--- src/rtl/axi_vdma_pkg.sv ---
// Shared definitions for the VDMA AXI write path: FSM encoding, AXI constants
// and the AxSIZE helper.
package axi_vdma_pkg;

  typedef enum logic [2:0] {
    S_IDLE,
    S_ADDR,
    S_DATA,
    S_BRESP,
    S_FIN
  } wr_state_t;

  localparam logic [1:0] AXI_BURST_INCR = 2'b01;
  localparam logic [1:0] AXI_RESP_OKAY  = 2'b00;

  // AxSIZE encoding (log2 of bytes per beat) for a given data bus width in bits.
  function automatic logic [2:0] size_of(input int data_width);
    int bytes;
    logic [2:0] s;
    bytes = data_width / 8;
    s = '0;
    for (int i = 0; i < 8; i++) begin
      if ((1 << i) == bytes) s = 3'(i);
    end
    return s;
  endfunction

endpackage

--- src/rtl/axi_wr_burst_exec_beat.sv ---
// Counts W handshakes within one AXI burst and flags the final beat.
module wr_beat_counter (
  input  logic       clock,
  input  logic       rst,
  input  logic       active,
  input  logic       beat,
  input  logic [8:0] chunk,
  output logic       m_wlast,
  output logic       last_beat
);

  logic [7:0] count;

  // The counter restarts outside the data phase so every burst begins at beat 0.
  always_ff @(posedge clock or posedge rst) begin
    if (rst)                      count <= '0;
    else if (!active || last_beat) count <= '0;
    else if (beat)                count <= count + 8'd1;
  end

  assign m_wlast   = active && (count == 8'(chunk - 9'd1));
  assign last_beat = beat && m_wlast;

endmodule

--- src/rtl/axi_wr_burst_exec.sv ---
// Write-FIFO request responder that turns burst/tail requests into AXI4 INCR
// write bursts. Optional sticky BRESP error flag: define AXI_WR_BRESP_CHECK_EN.
module axi_wr_burst_exec
  import axi_vdma_pkg::*;
#(
  parameter int ADDR_WIDTH = 32,
  parameter int DATA_WIDTH = 64,
  parameter int LSIZE      = 9,
  parameter int MAX_BURST  = 256
) (
  input  logic                    clock,
  input  logic                    rst,
  input  logic                    burst_req,
  input  logic                    tail_req,
  input  logic [LSIZE-1:0]        req_len,
  output logic                    resp,
  output logic                    done,
  input  logic                    frame_start,
  input  logic [ADDR_WIDTH-1:0]   base_addr,
  input  logic                    fifo_empty,
  input  logic [DATA_WIDTH-1:0]   fifo_rd_data,
  output logic                    fifo_rd_en,
  output logic [ADDR_WIDTH-1:0]   m_awaddr,
  output logic [7:0]              m_awlen,
  output logic [2:0]              m_awsize,
  output logic [1:0]              m_awburst,
  output logic                    m_awvalid,
  input  logic                    m_awready,
  output logic [DATA_WIDTH-1:0]   m_wdata,
  output logic [DATA_WIDTH/8-1:0] m_wstrb,
  output logic                    m_wlast,
  output logic                    m_wvalid,
  input  logic                    m_wready,
  input  logic [1:0]              m_bresp,
  input  logic                    m_bvalid,
  output logic                    m_bready,
  output logic                    err
);

  localparam logic [2:0] AWSIZE = size_of(DATA_WIDTH);

  wr_state_t               state, next_state;
  logic [LSIZE-1:0]        remaining, rem_next;
  logic [ADDR_WIDTH-1:0]   pointer;
  logic [8:0]              chunk;
  logic                    fs_pending;
  logic                    accept;
  logic                    last_beat;

  always_comb begin
    if (int'(remaining) > MAX_BURST) chunk = 9'(MAX_BURST);
    else                             chunk = 9'(remaining);
  end

  assign rem_next = remaining - LSIZE'(chunk);
  // A frame reload in IDLE wins; the held request is taken the following cycle.
  assign accept   = (state == S_IDLE) && (burst_req || tail_req) && !frame_start;

  assign m_awsize   = AWSIZE;
  assign m_awburst  = AXI_BURST_INCR;
  assign m_wstrb    = '1;
  assign m_wdata    = fifo_rd_data;
  assign m_wvalid   = (state == S_DATA) && !fifo_empty;
  assign fifo_rd_en = m_wvalid && m_wready;
  assign m_bready   = (state == S_BRESP);
  assign done       = (state == S_FIN);

  wr_beat_counter u_beat (
    .clock     (clock),
    .rst       (rst),
    .active    (state == S_DATA),
    .beat      (fifo_rd_en),
    .chunk     (chunk),
    .m_wlast   (m_wlast),
    .last_beat (last_beat)
  );

  always_ff @(posedge clock or posedge rst) begin
    if (rst) state <= S_IDLE;
    else     state <= next_state;
  end

  always_comb begin
    next_state = state;
    unique case (state)
      S_IDLE:  if (accept) next_state = (req_len == '0) ? S_FIN : S_ADDR;
      S_ADDR:  if (m_awvalid && m_awready) next_state = S_DATA;
      S_DATA:  if (last_beat) next_state = S_BRESP;
      S_BRESP: if (m_bvalid) next_state = (rem_next != '0) ? S_ADDR : S_FIN;
      S_FIN:   next_state = S_IDLE;
      default: next_state = S_IDLE;
    endcase
  end

  // Datapath: request capture, address pointer, AW channel and deferred frame reload.
  always_ff @(posedge clock or posedge rst) begin
    if (rst) begin
      resp       <= 1'b0;
      remaining  <= '0;
      pointer    <= '0;
      fs_pending <= 1'b0;
      m_awvalid  <= 1'b0;
      m_awaddr   <= '0;
      m_awlen    <= '0;
    end else begin
      resp <= accept;
      if (accept) remaining <= req_len;

      if (state == S_BRESP && m_bvalid) begin
        pointer   <= pointer + (ADDR_WIDTH'(chunk) << AWSIZE);
        remaining <= rem_next;
      end else if (state == S_IDLE && frame_start) begin
        pointer <= base_addr;
      end else if (state == S_FIN && (fs_pending || frame_start)) begin
        pointer <= base_addr;
      end

      if (state == S_FIN)                           fs_pending <= 1'b0;
      else if (frame_start && state != S_IDLE)      fs_pending <= 1'b1;

      if (state == S_ADDR && !m_awvalid) begin
        m_awvalid <= 1'b1;
        m_awaddr  <= pointer;
        m_awlen   <= 8'(chunk - 9'd1);
      end else if (m_awvalid && m_awready) begin
        m_awvalid <= 1'b0;
      end
    end
  end

`ifdef AXI_WR_BRESP_CHECK_EN
  always_ff @(posedge clock or posedge rst) begin
    if (rst)                                              err <= 1'b0;
    else if (m_bvalid && m_bready && m_bresp != AXI_RESP_OKAY) err <= 1'b1;
  end
`else
  logic unused_bresp;
  assign unused_bresp = ^m_bresp;
  assign err          = 1'b0;
`endif

endmodule

--- config.mk ---
export PLATFORM = sky130hd
export DESIGN_NAME = axi_wr_burst_exec
export DESIGN_NICKNAME = d
export VERILOG_FILES = /design/src/rtl/axi_vdma_pkg.sv /design/src/rtl/axi_wr_burst_exec_beat.sv /design/src/rtl/axi_wr_burst_exec.sv
export SDC_FILE = /design/constraint.sdc
export NUM_CORES = 1
export LEC_CHECK = 0
export ABC_AREA = 1
export BUFFER_PORTS_ARGS = -buffer_cell sky130_fd_sc_hd__buf_2
export CORE_MARGIN = 8
export CORE_UTILIZATION = 30
export CTS_BUF_LIST = sky130_fd_sc_hd__clkbuf_16
export DETAILED_ROUTE_END_ITERATION = 10
export SKIP_LAST_GASP = 1
export SLEW_MARGIN = 20
export SYNTH_ARGS = -nofsm -noshare
export SYNTH_HDL_FRONTEND = slang
export SYNTH_SLANG_ARGS = --single-unit
export TNS_END_PERCENT = 100
--- constraint.sdc ---
create_clock -name clock -period 5.9 [get_ports clock]
set_clock_uncertainty 0.15 [all_clocks]
set_input_delay 0 -clock clock [delete_from_list [all_inputs] [get_ports clock]]
set_output_delay 0 -clock clock [all_outputs]
set_load 0.005 [all_outputs]
=== Yosys cells after proc, flatten, opt, wreduce, memory -nomap -nowiden ===
Index checks and enable logic that the tools add are counted.

* Flip-flop bits (word level): 95
* Latch bits: 0
* Memory bits (writable): 0
* ROM bits: 0
* Bits of input ports: 116
* Memories kept: 0

* Add/sub/neg operators: 4
* $mul: 0
* Div/mod/pow operators: 0
* $lt $le $gt $ge: 1
* Eq/ne operators: 9
* Shift-type cells: 0
* Multiplexer cells: 19
* Bitwise logic cells: 0
* Reductions and logical operators: 29

{| class="wikitable"
|+ Operators by type and width
! cell !! count
|-
| 32-bit 2-to-1 mux || 3
|-
| 32-bit by 12-bit adder with 32-bit output || 1
|-
| 9-bit 2-to-1 mux || 3
|-
| 3-bit 2-to-1 mux || 6
|-
| 8-bit 2-to-1 mux || 2
|-
| 1-bit logical AND || 12
|-
| 3-bit case mux with 4 select lines || 1
|-
| 9-bit greater-than comparator, second input constant || 1
|-
| 9-bit logical NOT || 1
|-
| 9-bit nonzero test || 1
|-
| 9-bit subtractor || 1
|-
| 8-bit by 1-bit adder with 8-bit output, second input constant || 1
|-
| 8-bit equality test || 1
|-
| 2-bit != test, second input constant || 4
|-
| 2-bit nonzero test || 4
|-
| 8-bit by 1-bit subtractor with 8-bit output, second input constant || 1
|-
| 3-bit by 2-bit equality test with 1-bit output, second input constant || 2
|-
| 3-bit nonzero test || 2
|-
| 1-bit logical NOT || 4
|-
| 1-bit 2-to-1 mux || 4
|-
| 4-bit AND reduction || 1
|-
| 3-bit by 1-bit equality test with 1-bit output, second input constant || 1
|-
| 3-bit equality test, second input constant || 1
|-
| 3-bit logical NOT || 1
|-
| 1-bit logical OR || 3
|}

=== Logic depth before layout (Yosys ltp) ===
* Word-level depth: 8
* Gate-level depth with buffers: 20

=== Cells and area by module ===
From an unflattened synthesis, not the netlist that was laid out.

* Cells, all modules: 899
* Area total of the unflattened synthesis: 6453.7 um^2

{| class="wikitable"
|+ Modules (own cells, without submodules)
! module !! times used !! cells each !! area each (um^2) !! seq. area each (um^2)
|-
| axi_wr_burst_exec || 1 || 781 || 5730.5 || 2177.1
|-
| wr_beat_counter || 1 || 118 || 723.2 || 200.2
|}

=== Worst setup path after synthesis ===
No wires, ideal clock.

* Path type: reg-to-reg
* Start: reg remaining[4]
* End: reg pointer[15]
* Setup time: 0.127 ns
* Arrival: 2.703 ns
* Slack: 2.919 ns
* Stages on the path, launching flop included: 18
* Path through: dfrtp_1 -> nor2_1 -> nand2_1 -> o21ai_2 -> buf_6 -> nand2_2 -> inv_1 -> ha_1 -> fa_1 -> nand3_1 -> nand3_1 -> a21boi_1 -> o21ai_1 -> a21oi_1 -> nor2_1 -> xor2_1 -> nor2_1 -> o21ai_0

* Word-level cells in the longest chain between the ends: 4

{| class="wikitable"
|+ RTL lines
! element !! line !! text
|-
| start: declaration || axi_wr_burst_exec.sv:43 || <nowiki>logic [LSIZE-1:0] remaining, rem_next;</nowiki>
|-
| start signal: assignment || axi_wr_burst_exec.sv:107 || <nowiki>if (accept) remaining <= req_len;</nowiki>
|-
| start signal: assignment || axi_wr_burst_exec.sv:111 || <nowiki>remaining <= rem_next;</nowiki>
|-
| 9-bit greater-than comparator || axi_wr_burst_exec.sv:51 || <nowiki>if (int'(remaining) > MAX_BURST) chunk = 9'(MAX_BURST);</nowiki>
|-
| 9-bit 2-to-1 mux (*) || axi_wr_burst_exec.sv:51 ||
|-
| 32-bit by 12-bit adder with 32-bit output (*) || axi_wr_burst_exec.sv:110 || <nowiki>pointer <= pointer + (ADDR_WIDTH'(chunk) << AWSIZE);</nowiki>
|-
| 32-bit 2-to-1 mux (*) || axi_wr_burst_exec.sv:109 || <nowiki>if (state == S_BRESP && m_bvalid) begin</nowiki>
|-
| end signal: assignment || axi_wr_burst_exec.sv:110 ||
|-
| end signal: assignment || axi_wr_burst_exec.sv:113 || <nowiki>pointer <= base_addr;</nowiki>
|-
| end signal: assignment || axi_wr_burst_exec.sv:115 || <nowiki>pointer <= base_addr;</nowiki>
|-
| end: declaration || axi_wr_burst_exec.sv:44 || <nowiki>logic [ADDR_WIDTH-1:0] pointer;</nowiki>
|}

Mark *: on every way between the ends. The rest lies on a longest branch, timed or not.
A chain may end at the register's enable or synchronous reset.

=== Worst setup path after layout ===
* Start: reg remaining[4]
* End: reg pointer[22]

The elaborated chain is that of the path after synthesis.

==> out/results.tsv <==
stage	metric	value	unit
clocking	# clock sinks	95	
timing	crit share post-route	0.717	
timing	worst relative slew slack	0.351	
timing	Final Slew Violations	0	
place	DP HPWL	12600	um
die	die width	159	um
global_route	first-pass GRT wire length	30100	um
global_route	largest net degree at the start of global routing	70	
detailed_routing	DRT Pass-1 Iters	6	
critical_path	critical path's top delay family	simple AND/OR/NAND/NOR gates	
critical_path	worst-path cell chain	nor2_1 > nand2_1 > o21ai_2 > inv_1 > nor2_1 > ha_1 > nor2_1 > nand2_1 > o21ai_0 > o21ai_0 > nand2_1 > nand2_1 > nand2_1 > nor2_1 > nor2_1 > o21ai_0 > o211ai_1 > o21ai_0	
synth	share of flip-flops with an asynchronous set or reset	1.00	
detailed_routing	residual DRC count	0	
synth	multiplexer area fraction after synthesis	0.00549	
critical_path	max incr delay on CP	0.62	ns
timing	final setup fails	0	
synth	Mapped Cells	822	
synth	Post-synth EDFFs	0	
die	# IOs	241	
clocking	CTS Buffer Depth	2	
global_route	initial antenna violation count	0	
detailed_routing	Routed WL	18600	um
cells_and_area	Final nets	1086	
power	maximum VDD drop	0.216	mV
detailed_routing	Antenna Violating Nets Remaining	0	
synth	synth top area cells	dfrtp_1 (39%), nand2_1 (11%), buf_4 (9.6%)	
timing	Hold Worst Slack	0.0160	ns
synth	Synth Warn #	0	
synth	Top FF cell, synth	dfrtp_1	
die	Die Span Y	159	um
clocking	Worst-path clk slew	0.07	ns
synth	simple-gate share of the synthesized area	0.242	
critical_path	CP arrival	4.36	ns
timing	unrepaired setup endpoints after global routing	no	
clocking	Num CTS Buffers	9	
synth	cell taking the most area after synthesis	dfrtp_1	
cells_and_area	ANT cells	0	
synth	Synth top area share	0.386	
synth	Post-Syn Area	0.00616	mm^2
synth	Avg Cell Area, Syn	7.49	um^2
clocking	H-tree depth	3	
critical_path	CP startpoint kind	flip-flop	
power	leakage power total	3.72	nW
global_route	number of global-route vias before repair	5812	
clocking	cell chosen for the clock root	clkbuf_16	
cells_and_area	Layout Utilization	0.387	
job	Max Cap Viol	0	
critical_path	Critical Path End Type	flip-flop	
synth	largest family of logic cells by synthesized area	simple AND/OR/NAND/NOR gates	
detailed_routing	DR vias	5803	
clocking	clock insertion delay at the later pin of the skew report	0.36	ns
die	Rows	52	
timing	Total Neg Setup Slack	0	ns
detailed_routing	vias per cell	4.71	
clocking	clock tree from TritonCTS	yes	
detailed_routing	Routed WL per cell	15.1	um
critical_path	master of the slowest instance on the critical path	o21ai_2	
synth	Post-Synth Adder-Cell Area	0.0276	
synth	Compound-Gate Fraction of Synth Area	0.146	
critical_path	Crit Path Max Fanout	21	
die	full die area	0.0254	mm^2
die	Initial Util	0.305	
min_path	Hold Path Class	input pin to flip-flop	
critical_path	Required @ worst endpoint	6.03	ns
die	Placeable Area	0.0202	mm^2
place	RePlAce Congestion	0.879	
global_route	GR Util All Layers	0.144	
critical_path	Buf/Inv on CP	1	
synth	Yosys reg bits	95	
synth	Seq/Total Area, Yosys	0.386	
timing	Max Clk Rate	237	MHz
power	pwr dens	466	mW/mm^2
global_route	gr ovfl total	0	
timing	Final Hold Fails	0	
critical_path	critical path class	flip-flop to flip-flop	
place	port bufs	96	
synth	Unique masters post-synth	41	
timing	crit path time final	4.23	ns
power	Total Power	0.00364	W
synth	Post-Synth XOR/XNOR Area	0.0242	
timing	slew at the pin with the worst max-slew slack	0.964	ns
run_status	status	finished clean	
cells_and_area	area grow syn2layout	26.8	%
detailed_routing	DR iter-0 viols	343	
cells_and_area	layout cell share with drive strength beyond 1	0.145	
==> area by class of cell <==
class / instances / area (um^2)
clock buffer: 9 / 225
clock inverter: 6 / 91.3
fill: 2086 / 12400
inverter: 91 / 345
multi-input combinational: 548 / 2800
sequential: 95 / 2380
tap: 270 / 338
timing repair buffer: 212 / 1630
==> logic make-up after synthesis <==
family,count (synthesis)
other cells,2
mux,3
buf+inv,192
simple gates,346
fa+ha+maj,13
xor+xnor,17
compound gates,154
flops,95
==> flip-flops by register name, summed over array words and instances (netlist names) <==
name / cells
m_awaddr: 32
pointer: 32
remaining: 9
m_awlen: 8
u_beat.count: 8
state: 3
fs_pending: 1
m_awvalid: 1
resp: 1
==> final timing paths <==
check / from / end / slack, ns / depth (start not counted)
setup / recovery: remaining[4] / pointer[22] / 1.67 / 18
hold / removal: fifo_empty / u_beat.count[7] / 0.02 / 5
setup reg to reg: remaining[4] / pointer[22] / 1.67 / 18
hold reg to reg: pointer[2] / m_awaddr[2] / 0.32 / 2
max in group asynchronous: rst / u_beat.count[2] / 4.36 / 4
min in group asynchronous: rst / m_awaddr[5] / 0.05 / 3
==> metal layers <==
layer,share of wire,track usage
met3,0.061,0.0344
met2,0.50,0.252
met4,0.0082,0.0326
met1,0.44,0.176
met5,0,0
==> report_power, final <==
| part | leakage, nW | internal (W) | total (W) | switching [W] |
|---|---|---|---|---|
| Clock | 0.157 | 0.000373 | 0.000648 | 0.000275 |
| Combinational | 2.38 | 0.000679 | 0.00182 | 0.00114 |
| Sequential | 1.18 | 0.000933 | 0.00117 | 0.000236 |
==> worst reg2reg max path: stages (launching register included) <==
cell and delay [ns]:
dfrtp_1 0.46, nor2_1 0.20, nand2_1 0.09, o21ai_2 0.62, inv_1 0.32, nor2_1 0.35, ha_1 0.21, nor2_1 0.04
nand2_1 0.05, o21ai_0 0.14, o21ai_0 0.37, nand2_1 0.14, nand2_1 0.11, nand2_1 0.17, nor2_1 0.32, nor2_1 0.07
o21ai_0 0.16, o211ai_1 0.10, o21ai_0 0.09
==> synth_stat cells, drive strengths merged (12+ instances only) <==
library cell / n
clkbuf: 19
a21oi: 21
inv: 90
nor3: 14
ha: 12
nand2: 183
buf: 82
o21ai: 85
xor2: 13
nor2: 68
dfrtp: 95
nand3: 52
nand4: 13
o211ai: 23
==> stage by stage <==
stage                     cell area [um^2]  setup slack, ns  instances
after CTS                             7810             1.64       1231
after floorplan                       6210             2.92        835
after detailed placement              6380             1.67       1105
after global placement                6380             1.78       1105
final                                 7810             1.67       1231
after global routing                  7810             1.21       1231
==> repair_timing <==
| action | CTS | global route |
|---|---|---|
| resized for setup | 0 | 0 |
| setup buffers | 0 | 0 |
| hold endpoints to repair | 142 | 0 |
| hold buffers | 111 | 0 |
==> cell usage in the layout, fill, tap and decap left out, drive strengths merged, types with 5 or more instances in the layout <==
master | synthesis | layout
nor4 | 6 | 6
o211ai | 23 | 23
o21ai | 85 | 85
o22ai | 8 | 8
nand4 | 13 | 13
nor2 | 68 | 68
nand3b | 5 | 5
ha | 12 | 12
dlygate4sd3 | 0 | 111
a21oi | 21 | 21
conb | 2 | 15
inv | 90 | 93
clkbuf | 19 | 9
dfrtp | 95 | 95
nand2 | 183 | 183
nor3 | 14 | 14
xor2 | 13 | 13
nand3 | 52 | 52
buf | 82 | 101
No activity file was read; power rests on OpenSTA's default activity.
